`config.mk`:
```
export PLATFORM = sky130hd
export DESIGN_NAME = cnt_gate_sched
export DESIGN_NICKNAME = d
export VERILOG_FILES = /design/src/rtl/cnt_gate_sched.sv
export SDC_FILE = /design/constraint.sdc
export NUM_CORES = 1
export LEC_CHECK = 0
export CAP_MARGIN = 20
export CORE_MARGIN = 2
export CORE_UTILIZATION = 35
export CTS_BUF_LIST = sky130_fd_sc_hd__clkbuf_2 sky130_fd_sc_hd__clkbuf_4 sky130_fd_sc_hd__clkbuf_8
export CTS_CLUSTER_SIZE = 12
export DETAILED_ROUTE_END_ITERATION = 12
export GPL_ROUTABILITY_DRIVEN = 0
export PLACE_DENSITY = 0.54
export SYNTH_ARGS = -nofsm -noshare
export SYNTH_HDL_FRONTEND = slang
export SYNTH_SLANG_ARGS = --single-unit
```
`constraint.sdc`:
```
create_clock -name clk -period 2.3 [get_ports clk]
set_input_delay 0.23 -clock clk [delete_from_list [all_inputs] [get_ports clk]]
set_output_delay 0.23 -clock clk [all_outputs]
set_load 0.02 [all_outputs]
```
`src/rtl/cnt_gate_sched.sv`:
```
// Round-robin scheduler that hands a shared gated counter to one requester per burst.
// Optional build macro CNT_GATE_SCHED_ABORT_EN: dropping the granted req during RUN ends the burst early.
module cnt_gate_sched #(
  parameter int NREQ = 4,
  parameter int LW   = 4
) (
  input  logic            clk,
  input  logic            reset,
  input  logic [NREQ-1:0] req,
  input  logic [LW-1:0]   burst_len,
  output logic [NREQ-1:0] grant,
  output logic            cnt_en,
  output logic            cnt_clr,
  output logic            busy,
  output logic            done,
  output logic [LW:0]     remaining
);

  localparam int SW = (NREQ > 1) ? $clog2(NREQ) : 1;
  // One extra bit so last+1+offset never wraps before the modulo step.
  localparam int IW = SW + 1;

  typedef enum logic [1:0] {IDLE, LOAD, RUN, DONE} state_t;

  state_t          state;
  logic [SW-1:0]   last;
  logic [SW-1:0]   gidx;
  logic [SW-1:0]   winner;
  logic [IW-1:0]   shamt;
  logic [IW-1:0]   pick_off;
  logic [IW-1:0]   sum;
  logic [2*NREQ-1:0] req_dbl;
  logic [NREQ-1:0] rot;
  logic [NREQ-1:0] grant_next;
  logic            found;
  logic [LW:0]     len_ext;

  // Rotate requests so bit 0 of rot is the requester right after the last owner.
  assign req_dbl = {req, req};
  assign shamt   = IW'(last) + IW'(1);
  assign rot     = NREQ'(req_dbl >> shamt);

  always_comb begin
    found    = 1'b0;
    pick_off = '0;
    for (int k = 0; k < NREQ; k++) begin
      if (!found && rot[k]) begin
        found    = 1'b1;
        pick_off = IW'(k);
      end
    end
  end

  assign sum    = shamt + pick_off;
  assign winner = (sum >= IW'(NREQ)) ? SW'(sum - IW'(NREQ)) : SW'(sum);

  generate
    for (genvar gi = 0; gi < NREQ; gi++) begin : g_onehot
      assign grant_next[gi] = (winner == SW'(gi));
    end
  endgenerate

  assign len_ext = (burst_len == '0) ? {1'b1, {LW{1'b0}}} : {1'b0, burst_len};

  always_ff @(posedge clk or negedge reset) begin
    if (!reset) begin
      state     <= IDLE;
      grant     <= '0;
      cnt_en    <= 1'b0;
      cnt_clr   <= 1'b0;
      busy      <= 1'b0;
      done      <= 1'b0;
      remaining <= '0;
      last      <= SW'(NREQ - 1);
      gidx      <= '0;
    end else begin
      case (state)
        IDLE: begin
          if (|req) begin
            state     <= LOAD;
            grant     <= grant_next;
            gidx      <= winner;
            cnt_clr   <= 1'b1;
            busy      <= 1'b1;
            remaining <= len_ext;
          end
        end
        LOAD: begin
          state   <= RUN;
          cnt_clr <= 1'b0;
          cnt_en  <= 1'b1;
        end
        RUN: begin
`ifdef CNT_GATE_SCHED_ABORT_EN
          if (!(|(req & grant))) begin
            // Early end: remaining keeps the count that was still owed.
            state  <= DONE;
            cnt_en <= 1'b0;
            done   <= 1'b1;
          end else
`endif
          if (remaining == (LW+1)'(1)) begin
            state     <= DONE;
            cnt_en    <= 1'b0;
            done      <= 1'b1;
            remaining <= '0;
          end else begin
            remaining <= remaining - (LW+1)'(1);
          end
        end
        DONE: begin
          state <= IDLE;
          done  <= 1'b0;
          busy  <= 1'b0;
          grant <= '0;
          last  <= gidx;
        end
        default: state <= IDLE;
      endcase
    end
  end

endmodule
```
=== After elaboration in Yosys (flattened, before gate mapping) ===
Index checks and enable logic that the tools add are counted.

* Register bits: 19
* Bits in latches: 0
* RAM bits: 0
* Memory bits (read-only): 0
* Output and inout bits: 13
* Word-level logic and storage cells: 69
* Memories: 0

* Add/sub/neg operators: 4
* $mul: 0
* Divide/modulo/power cells: 0
* Magnitude comparators: 1
* Equality and inequality tests: 9
* Shifts and indexed selects: 1
* Multiplexer cells: 23
* Bitwise logic cells: 0
* Reduce and logical (&&, ||, !) cells: 22

{| class="wikitable"
|+ Operators by type and width
! operator !! count
|-
| $mux 5 || 3
|-
| $reduce_and 2->1 || 7
|-
| $pmux 5 s2 || 1
|-
| $reduce_bool 2->1 || 5
|-
| $eq 2x2->1 const B || 4
|-
| $mux 2 || 4
|-
| $pmux 1 s2 || 4
|-
| $pmux 2 s4 || 1
|-
| $pmux 4 s2 || 1
|-
| $shr 8x3->4 || 1
|-
| $mux 1 || 7
|-
| $eq 5x1->1 const B || 1
|-
| $sub 5x1->5 const B || 1
|-
| $eq 2x1->1 const B || 2
|-
| $logic_not 2->1 || 2
|-
| $logic_not 4->1 || 1
|-
| $mux 4 || 1
|-
| $ne 2x2->1 const B || 2
|-
| $reduce_or 4->1 || 1
|-
| $add 2x1->3 const B || 1
|-
| $add 3x3->3 || 1
|-
| $ge 3x3->1 const B || 1
|-
| $logic_and 1x1->1 || 3
|-
| $logic_not 1->1 || 3
|-
| 2 further kinds || 2
|}

=== Longest topological paths before layout ===
Gate-level depths: netlist of the first run.

* Depth in word-level cells: 18
* Mapped depth: 9

=== Worst setup path after synthesis of the first run ===
No wires, ideal clock.

* Path type: register to register
* From: reg last[1]
* To: reg grant[0]
* Setup time: 0.121 ns
* Arrival: 1.735 ns
* Data required time: 2.179 ns
* Slack: 0.444 ns
* Cell stages (with the launch flop): 10
* Buffers on the path: 1
* Period minus slack after synthesis: 1.856 ns
* Cell sequence: dfstp_2 buf_6 o21ai_1 a21boi_1 o21ai_0 o21ai_1 ha_1 xnor2_1 xnor2_2 a22o_1

* Cells in the longest elaborated chain, start to end: 18

{| class="wikitable"
|+ Ends and longest elaborated chain
! what !! line !! source
|-
| start, declared || 26 || <nowiki>logic [SW-1:0] last;</nowiki>
|-
| start signal, assigned || 74 || <nowiki>last <= SW'(NREQ - 1);</nowiki>
|-
| start signal, assigned || 116 || <nowiki>last <= gidx;</nowiki>
|-
| $add 2x1->3 (*) || 40 || <nowiki>assign shamt = IW'(last) + IW'(1);</nowiki>
|-
| $shr 8x3->4 || 41 || <nowiki>assign rot = NREQ'(req_dbl >> shamt);</nowiki>
|-
| $mux 1 || 47 || <nowiki>if (!found && rot[k]) begin</nowiki>
|-
| $logic_not 1->1 || 47 ||
|-
| $logic_and 1x1->1 || 47 ||
|-
| $mux 1 || 47 ||
|-
| $logic_not 1->1 || 47 ||
|-
| $logic_and 1x1->1 || 47 ||
|-
| (+2 left out) || n/a ||
|-
| $logic_and 1x1->1 || 47 ||
|-
| $mux 3 || 47 ||
|-
| $add 3x3->3 (*) || 54 || <nowiki>assign sum = shamt + pick_off;</nowiki>
|-
| $ge 3x3->1 / $sub 2x1->2 (equally long branches) || 55 || <nowiki>assign winner = (sum >= IW'(NREQ)) ? SW'(sum - IW'(NREQ)) : SW'(sum);</nowiki>
|-
| $mux 2 (*) || 55 ||
|-
| $logic_not 2->1 (*) || 59 || <nowiki>assign grant_next[gi] = (winner == SW'(gi));</nowiki>
|-
| $mux 4 (*) || 79 || <nowiki>if (|req) begin</nowiki>
|-
| $pmux 4 s2 (*) || 77 || <nowiki>case (state)</nowiki>
|-
| end signal, assigned || 81 || <nowiki>grant <= grant_next;</nowiki>
|-
| end, declared || 11 || <nowiki>output logic [NREQ-1:0] grant,</nowiki>
|}

Mark *: on every way between the ends. The rest lies on a longest branch, timed or not. The select of a mux whose other input is x is not followed.
A chain may end at the register's enable or synchronous reset.

=== Final worst setup path of the first run ===
Ends and elaborated chain as after synthesis.

==> results.json, run 1 <==
{
  "period_minus_slack_ns": 1.98,
  "hold_viol": 0,
  "setup-tns-final_ns": 0,
  "grt_overflow": 0,
  "vias": 1012,
  "syn-cell-area_um2": 1160,
  "synth.most_common_cell": "dfrtp_1",
  "hold_buffers": 0,
  "setup_viol": 0,
  "grt_pass1_vias": 963,
  "path_max_fanout": 11,
  "cts-root-buf": "clkbuf_4",
  "yosys-top-cells-count": "dfrtp_1, o21ai_1, inv_1, nand2_1",
  "max_freq_ghz": 0.506,
  "diodes": 0,
  "yosysUniqueCellTypes": 41,
  "rr_endpoint": "grant[0]",
  "skew_ns": 0.00432,
  "hpwl_mm": 1.92,
  "grt_antenna_before_repair": 0,
  "core.rowCount": 20,
  "dp_slack_ns": 0.193,
  "wl_per_cell_um": 12.3,
  "grt_max_degree": 20,
  "layout-drive-gt1-share_pct": 11.0,
  "synth_area_leader_cell": "dfrtp_1",
  "critPathMostFrequentCell": "o21ai_1",
  "crit_family": "compound AO/OA/AOI/OAI gates",
  "ctsResizeCount": 0,
  "peakVddDrop_mv": 0.703,
  "grt_first_pass_wirelength_mm": 4.23,
  "synthAdderAreaFrac_pct": 8.65,
  "fin_cells": 199,
  "r2r_cells": 8,
  "chipWidth_um": 61.5,
  "clkTransAtPathRegs_ns": 0.10,
  "fillCellCount": 331,
  "port-buffer-count": 22,
  "hold_class": "in -> async",
  "nets": 174,
  "synth.area.top_cells": "dfrtp_1, ha_1, o21ai_1, dfstp_2, inv_1",
  "dp.cells": 195,
  "setup_slack_ns": 0.325,
  "htreeDepth": 1,
  "synthArstFlopShare_pct": 100,
  "start_util_pct": 37.3,
  "drtIter0Drc": 61,
  "end_kind": "register",
  "cts_buffer_depth": 2,
  "die-area_um2": 3780,
  "synth_area_per_cell_um2": 9.11,
  "worstPathRequired_ns": 2.49,
  "postRouteAntennaNets": 0,
  "drtPass1Iterations": 4,
  "slowest_delay_ns": 0.65,
  "synth_top_area_share_pct": 36.8,
  "cts_buffers": 3,
  "die_y_um": 61.5,
  "syn-num-nets": 145,
  "yosysSeqAreaShare_pct": 41.3,
  "synth-simple-area-share_pct": 17.8,
  "cts_num_sinks": 19,
  "rsz0062_at_grt": "no",
  "cts_setup_buffers": 0,
  "ys.flop_type": "dfrtp_1",
  "core_area_um2": 3100,
  "synth_mux_area_share_pct": 0.973,
  "maxCapViolCount": 0,
  "synth_xor_area_share_pct": 2.16,
  "cts_tree": "done",
  "viasPerCell": 5.09,
  "synth_compound_area_share_pct": 22.6,
  "period_share_pct": 85.9,
  "io_pins": 23,
  "status": "complete, no violations",
  "tightest_slew_ns": 0.481,
  "power.total_mw": 1.98,
  "hold_ws_ns": 0.261,
  "synth-edff-count": 0,
  "insertion_delay_ns": 0.29,
  "critPathBufInv": 0,
  "slew_violations": 0,
  "path_cells": "o21ai_1 -> a21boi_1 -> o21ai_0 -> o21ai_1 -> ha_1 -> xnor2_1 -> xnor2_2 -> a22o_1",
  "start_kind": "register",
  "relSlewSlack_pct": 67.6,
  "areaGrowthSynthToFinish_pct": 27.5,
  "crit_slowest_cell": "dfstp_2",
  "critPathKind": "reg -> reg",
  "yosys_warnings": 0,
  "power_leakage_nw": 0.644,
  "drc": 0,
  "worstPathArrival_ns": 2.17,
  "postSynthCellCount": 127,
  "reg2reg_from": "last[1]",
  "regToRegSetupSlack_ns": 0.32,
  "synth_top_family_by_area": "compound AO/OA/AOI/OAI gates",
  "wl_mm": 2.45,
  "ys_ff_latch": 19,
  "track_usage_pct": 14.9,
  "p_per_area_nw_per_um2": 1340
}
[layer usage]
layer	track usage, %	vias up	wire length (um)
met5	0	-	0
met3	3.78	4	71
li1	-	511	-
met2	25.1	17	1190
met1	18.8	480	1160
met4	4.56	0	23
[metrics by stage]
stage                     cell area (um2)  util (%)
final                                1480      47.5
after global routing                 1480      47.5
after CTS                            1480      47.5
after detailed placement             1450      46.7
after global placement               1450      46.7
after floorplan                      1160         -
[placed cells by master (no fill, tap or decap), types with 4 or more instances in the layout]
cell / n
ha_1: 8
nor3_1: 6
inv_1: 14
o21ai_0: 4
a21oi_1: 8
buf_4: 5
dfrtp_1: 17
o21ai_1: 15
clkdlybuf4s50_1: 22
nor2_1: 5
nand2_1: 12
[area by class of cell]
| class | instances | area (um2) | area share (%) |
|---|---|---|---|
| Tap cell | 44 | 55.1 | 3.73 |
| Clock buffer | 3 | 22.5 | 1.53 |
| Timing Repair Buffer | 27 | 258 | 17.5 |
| Inverter | 14 | 52.6 | 3.56 |
| Clock inverter | 1 | 5.00 | 0.339 |
| Multi-Input combinational cell | 91 | 604 | 41.0 |
| Sequential cell | 19 | 478 | 32.4 |
[kinds of logic after synthesis]
group / count (synthesis)
AO/OA/AOI/OAI: 42
AND/OR/NAND/NOR: 38
flip-flops: 19
buffers and inverters: 17
adder cells (fa/ha/maj): 8
XOR/XNOR: 2
multiplexers: 1
[flip-flops by register name, summed over array words and instances, names as in the netlist]
signal and count:
remaining 5, grant 4, gidx 2, last 2, state 2, busy 1
cnt_clr 1, cnt_en 1, done 1
[worst reg2reg max path, stage by stage, from the launching register on]
cell      delay [ns]
dfstp_2         0.65
o21ai_1         0.08
a21boi_1        0.12
o21ai_0         0.17
o21ai_1         0.08
ha_1            0.19
xnor2_1         0.23
xnor2_2         0.14
a22o_1          0.22
[report_power, final]
| part | switching (mW) | total, mW | leakage (nW) | internal [mW] |
|---|---|---|---|---|
| clock | 0.0987 | 0.163 | 0.0177 | 0.0647 |
| combinational | 0.655 | 1.17 | 0.395 | 0.516 |
| sequential | 0.140 | 0.642 | 0.231 | 0.502 |
| total | 0.893 | 1.98 | 0.644 | 1.08 |
[worst max path at each step]
| stage | slack (ns) | start | depth (start not counted) | end |
|---|---|---|---|---|
| after detailed placement | 0.19 | req[3] | 9 | grant[0] |
| final | 0.32 | last[1] | 8 | grant[0] |
| after global routing | 0.09 | last[1] | 8 | grant[2] |
| after global placement | 0.23 | req[2] | 10 | grant[0] |
| after CTS | 0.30 | last[1] | 8 | grant[2] |
| after floorplan | 0.44 | last[1] | 9 | grant[0] |
No activity file was read; power rests on OpenSTA's default activity.
==> inputs of run 2 (changes only) <==
ABC_AREA = 1   (was unset)
HOLD_SLACK_MARGIN = 0.1   (was unset)
==> results.json, run 2 <==
{
  "synth.most_common_cell": "nand2_1",
  "port-buffer-count": 22,
  "seq_area_um2": 478,
  "cts_buffer_depth": 2,
  "grt_max_degree": 20,
  "crit_slowest_cell": "dfstp_2",
  "yosysSeqAreaShare_pct": 41.3,
  "ys_ff_latch": 19,
  "yosys_warnings": 0,
  "worstPathArrival_ns": 2.15,
  "core_area_um2": 3100,
  "drtIter0Drc": 44,
  "start_kind": "register",
  "layout_commonest_cell": "nand2_1",
  "start_util_pct": 37.3,
  "worstPathRequired_ns": 2.50,
  "critPathKind": "reg -> reg",
  "top_regs": "remaining x5, grant x4",
  "cts_buffers": 3,
  "nets": 194,
  "grt_first_pass_wirelength_mm": 3.82,
  "layout_common_cells": "nand2_1, clkdlybuf4s50_1, dfrtp_1, nand3_1, nor2_1",
  "crit_family": "simple AND/OR/NAND/NOR gates",
  "drc": 0,
  "setup_viol": 0,
  "syn-cell-area_um2": 1160,
  "yosysUniqueCellTypes": 22,
  "ctsResizeCount": 0,
  "path_cells": "inv_2 -> nand2_1 -> nand3_1 -> nand2_1 -> nand3_1 -> nand2_1 -> nand2_1 -> ha_1 -> xor2_1 -> inv_1 -> nand2_2 -> nand2_2 -> nand2_1 -> nand2_1",
  "vias": 1028,
  "hold_class": "in -> async",
  "htreeDepth": 1,
  "rsz0062_at_grt": "no",
  "grt_pass1_vias": 918,
  "p_per_area_nw_per_um2": 1480,
  "synthArstFlopShare_pct": 100,
  "grt_overflow": 0,
  "tightest_slew_ns": 0.286,
  "status": "complete, no violations",
  "slew_violations": 0,
  "synth-edff-count": 0,
  "areaGrowthSynthToFinish_pct": 26.8,
  "core.rowCount": 20,
  "setup-tns-final_ns": 0,
  "hold_viol": 0,
  "end_kind": "register",
  "grt_antenna_before_repair": 0,
  "yosys-top-cells-count": "nand2_1, dfrtp_1, nand3_1, nor2_1, inv_1",
  "max_freq_ghz": 0.512,
  "multiInputGateArea_um2": 614,
  "path_max_fanout": 6,
  "wl_mm": 2.27,
  "cts_tree": "done",
  "period_minus_slack_ns": 1.95,
  "viasPerCell": 4.69,
  "relSlewSlack_pct": 80.9,
  "postRouteAntennaNets": 0,
  "cts_setup_buffers": 0,
  "chipWidth_um": 61.5,
  "largest_reg_flops": 5,
  "peakVddDrop_mv": 0.655,
  "io_pins": 23,
  "diodes": 0,
  "hpwl_mm": 1.80,
  "fillCellCount": 319,
  "postSynthCellCount": 148,
  "critPathMostFrequentCell": "nand2_1",
  "die-area_um2": 3780,
  "hold_buffers": 0,
  "critPathBufInv": 2,
  "drtPass1Iterations": 6,
  "synth_area_per_cell_um2": 7.82,
  "ys.flop_type": "dfrtp_1",
  "insertion_delay_ns": 0.30,
  "maxCapViolCount": 0,
  "synth_area_leader_cell": "dfrtp_1",
  "clkTransAtPathRegs_ns": 0.11,
  "wl_per_cell_um": 10.3,
  "skew_ns": 0.00618,
  "cts-root-buf": "clkbuf_4",
  "cts_num_sinks": 19,
  "slowest_delay_ns": 0.58,
  "dpl_cell_area_um2": 1440,
  "die_y_um": 61.5,
  "synth.area.top_cells": "dfrtp_1, nand2_1, ha_1, nand3_1, nand2_2",
  "synth_top_area_share_pct": 36.8,
  "power_leakage_nw": 0.709,
  "period_share_pct": 84.9,
  "track_usage_pct": 13.6,
  "layout-drive-gt1-share_pct": 14.9,
  "top_register": "remaining",
  "design_area_um2": 1470,
  "syn-num-nets": 166
}
-- run 2: changes by cell type after synthesis, moves of 4 or more --
cell / delta
o21ai_1: -13
inv_2: +5
nand2_2: +8
nand3_1: +11
nand2_1: +33
nor3_1: -4
a21oi_1: -7
nor2_1: +7
xor2_1: +4
-- run 2: logic make-up after synthesis --
logic type      Yosys count  synth area share [%]
compound gates           17                  9.30
fa+ha+maj                 8                  8.65
flops                    19                  41.3
xor+xnor                  4                  3.03
buf+inv                  17                  5.62
simple gates             83                  32.1
-- run 2: report_power, final --
group          switching [mW]  internal, mW  total, mW
clock network           0.104        0.0649      0.169
registers               0.123         0.505      0.628
logic                   0.824         0.553       1.38
-- run 2: cell type report --
cell class	instances	area share (%)
clock buffer	3	1.53
sequential	19	32.6
inverter	17	4.43
timing repair buffer	23	15.5
tap	44	3.75
multi-input combinational	112	41.9
clock inverter	1	0.341
-- run 2: through the flow --
stage                     util [%]  cells  hold WS [ns]  power (mW)  setup WS [ns]
after global placement        46.4    215         0.464        2.01          0.330
after detailed placement      46.4    215         0.462        2.02          0.265
after floorplan                  -    148       -0.0656        1.61          0.541
final                         47.3    219         0.255        2.17          0.346
after global routing          47.3    219         0.249        2.40          0.207
after CTS                     47.3    219         0.248        2.20          0.357
-- run 2: worst paths after layout --
path                         start       end  slack (ns)  cells past startpoint
max                        last[0]  grant[3]        0.35                     14
min                          reset   gidx[0]        0.25                      2
max reg2reg                last[0]  grant[3]        0.35                     14
min reg2reg                   busy      busy        0.48                      2
max in group asynchronous    reset   last[1]        1.77                      2
min in group clk              busy      busy        0.48                      2
-- run 2: per-layer routing --
layer	part of all wire, %	routed length [um]	track usage [%]	vias up
met5	0	0	0	-
li1	-	-	-	530
met3	6.1	139	4.41	6
met1	44	988	16.6	459
met2	49	1110	23.0	33
met4	1.0	23	3.65	0
==> inputs of run 3 (changes only) <==
clock period = 1.9 ns   (was 2.3 ns; I/O delays follow)
==> results.json, run 3 (synthesis gave the netlist of run 2 again) <==
{
  "hold_buffers": 0,
  "drc": 0,
  "end_kind": "register",
  "tightest_slew_ns": 0.520,
  "critPathKind": "reg -> reg",
  "top_regs": "remaining x5, grant x4",
  "layout_commonest_cell": "nand2_1",
  "crit_path_end": "grant[2]",
  "power_leakage_nw": 0.750,
  "grt_max_degree": 12,
  "grt_antenna_before_repair": 0,
  "relSlewSlack_pct": 65.2,
  "grt_pass1_vias": 932,
  "drtIter0Drc": 56,
  "chipWidth_um": 61.5,
  "p_per_area_nw_per_um2": 1800,
  "cts_tree": "done",
  "layout-drive-gt1-share_pct": 24.4,
  "start_kind": "register",
  "cts_buffer_depth": 2,
  "maxCapViolCount": 0,
  "slew_violations": 0,
  "port-buffer-count": 22,
  "drtPass1Iterations": 4,
  "peakVddDrop_mv": 0.687,
  "hold_viol": 0,
  "setup-tns-final_ns": 0,
  "worstPathArrival_ns": 2.07,
  "period_share_pct": 98.0,
  "io_pins": 23,
  "seq_area_um2": 478,
  "cts-root-buf": "clkbuf_4",
  "skew_ns": 0.00500,
  "core_area_um2": 3100,
  "hold_class": "in -> async",
  "grt_overflow": 0,
  "die_y_um": 61.5,
  "cp-startpoint": "last[0]",
  "top_register": "remaining",
  "period_minus_slack_ns": 1.86,
  "postRouteAntennaNets": 0,
  "grt_first_pass_wirelength_mm": 3.96,
  "worstPathRequired_ns": 2.11,
  "dp.cells": 216,
  "r2r_cells": 14,
  "dpl_cell_area_um2": 1450,
  "viasPerCell": 4.59,
  "wl_per_cell_um": 11.2,
  "design_area_um2": 1570,
  "fillCellCount": 323,
  "hpwl_mm": 1.92,
  "core.rowCount": 20,
  "regToRegSetupSlack_ns": 0.04,
  "clkTransAtPathRegs_ns": 0.11,
  "rr_endpoint": "grant[2]",
  "die-area_um2": 3780,
  "track_usage_pct": 14.3,
  "setup_viol": 0,
  "insertion_delay_ns": 0.30,
  "layout_common_cells": "nand2_1, clkdlybuf4s50_1, dfrtp_1, nand2_2, nor2_1",
  "nets": 199,
  "max_freq_ghz": 0.537,
  "status": "complete, no violations",
  "cts_num_sinks": 19,
  "power.total_mw": 2.82,
  "largest_reg_flops": 5,
  "areaGrowthSynthToFinish_pct": 35.4,
  "diodes": 0,
  "htreeDepth": 1,
  "vias": 1029,
  "start_util_pct": 37.3,
  "reg2reg_from": "last[0]",
  "cts_buffers": 3,
  "wl_mm": 2.50,
  "path_max_fanout": 6,
  "rsz0062_at_grt": "yes",
  "multiInputGateArea_um2": 669,
  "fin_cells": 224
}
==> run 3: cell types whose count changed in the layout (fill, tap and decap cells not counted), sizes merged <==
cell | before | now
buf | 1 | 6
==> run 3: how the worst min path moves through the flow <==
stage / to / slack, ns / cells past startpoint
CTS: gidx[1] / 0.24 / 1
global placement: busy / 0.46 / 2
floorplan: busy / -0.11 / 0
finish: gidx[1] / 0.22 / 1
global route: cnt_clr / 0.25 / 1
detailed placement: grant[0] / 0.47 / 2
==> run 3: area by class of cell <==
class / instances / area share, %
multi-input cells: 112 / 42.7
flip-flops and latches: 19 / 30.5
repair buffers: 28 / 17.2
inverters: 17 / 4.31
well taps: 44 / 3.51
clock buffers: 3 / 1.44
clock inverters: 1 / 0.319
==> run 3: per-stage QoR <==
step           hold slack [ns]  utilization, %  worst slack [ns]
5_1_grt                  0.248            50.5           -0.0707
6_report                 0.217            50.5            0.0377
3_5_place_dp             0.466            46.7            -0.101
3_3_place_gp             0.462            46.7           -0.0169
2_1_floorplan           -0.106               -             0.141
4_1_cts                  0.241            48.2            0.0273
==> run 3: power breakdown <==
part	total [mW]	switching [mW]	internal, mW
Clock	0.211	0.132	0.0785
Combinational	1.85	1.07	0.775
Sequential	0.763	0.152	0.611
==> run 3: timing repair <==
action	4_1_cts	5_1_grt
endpoints found under the setup margin	3	5
pin swaps	0	6
gates resized for setup	3	13
setup buffers	1	3
==> run 3: metal layers <==
metal,track usage (%),up-vias,wire length (um)
met5,0,-,0
li1,-,542,-
met2,24.1,16,1270
met4,5.47,0,26
met1,17.5,467,1120
met3,3.78,4,90
==> run 3: critical path: stages, from the launching register on <==
cell	delay (ns)
dfstp_2	0.60
inv_4	0.07
nand2_4	0.07
nand3_2	0.07
nand2_2	0.09
nand3_2	0.06
nand2_1	0.07
nand2_1	0.05
ha_2	0.19
xor2_2	0.18
inv_1	0.07
nand2_2	0.08
nand2_2	0.08
nand2_1	0.06
nand2_1	0.04
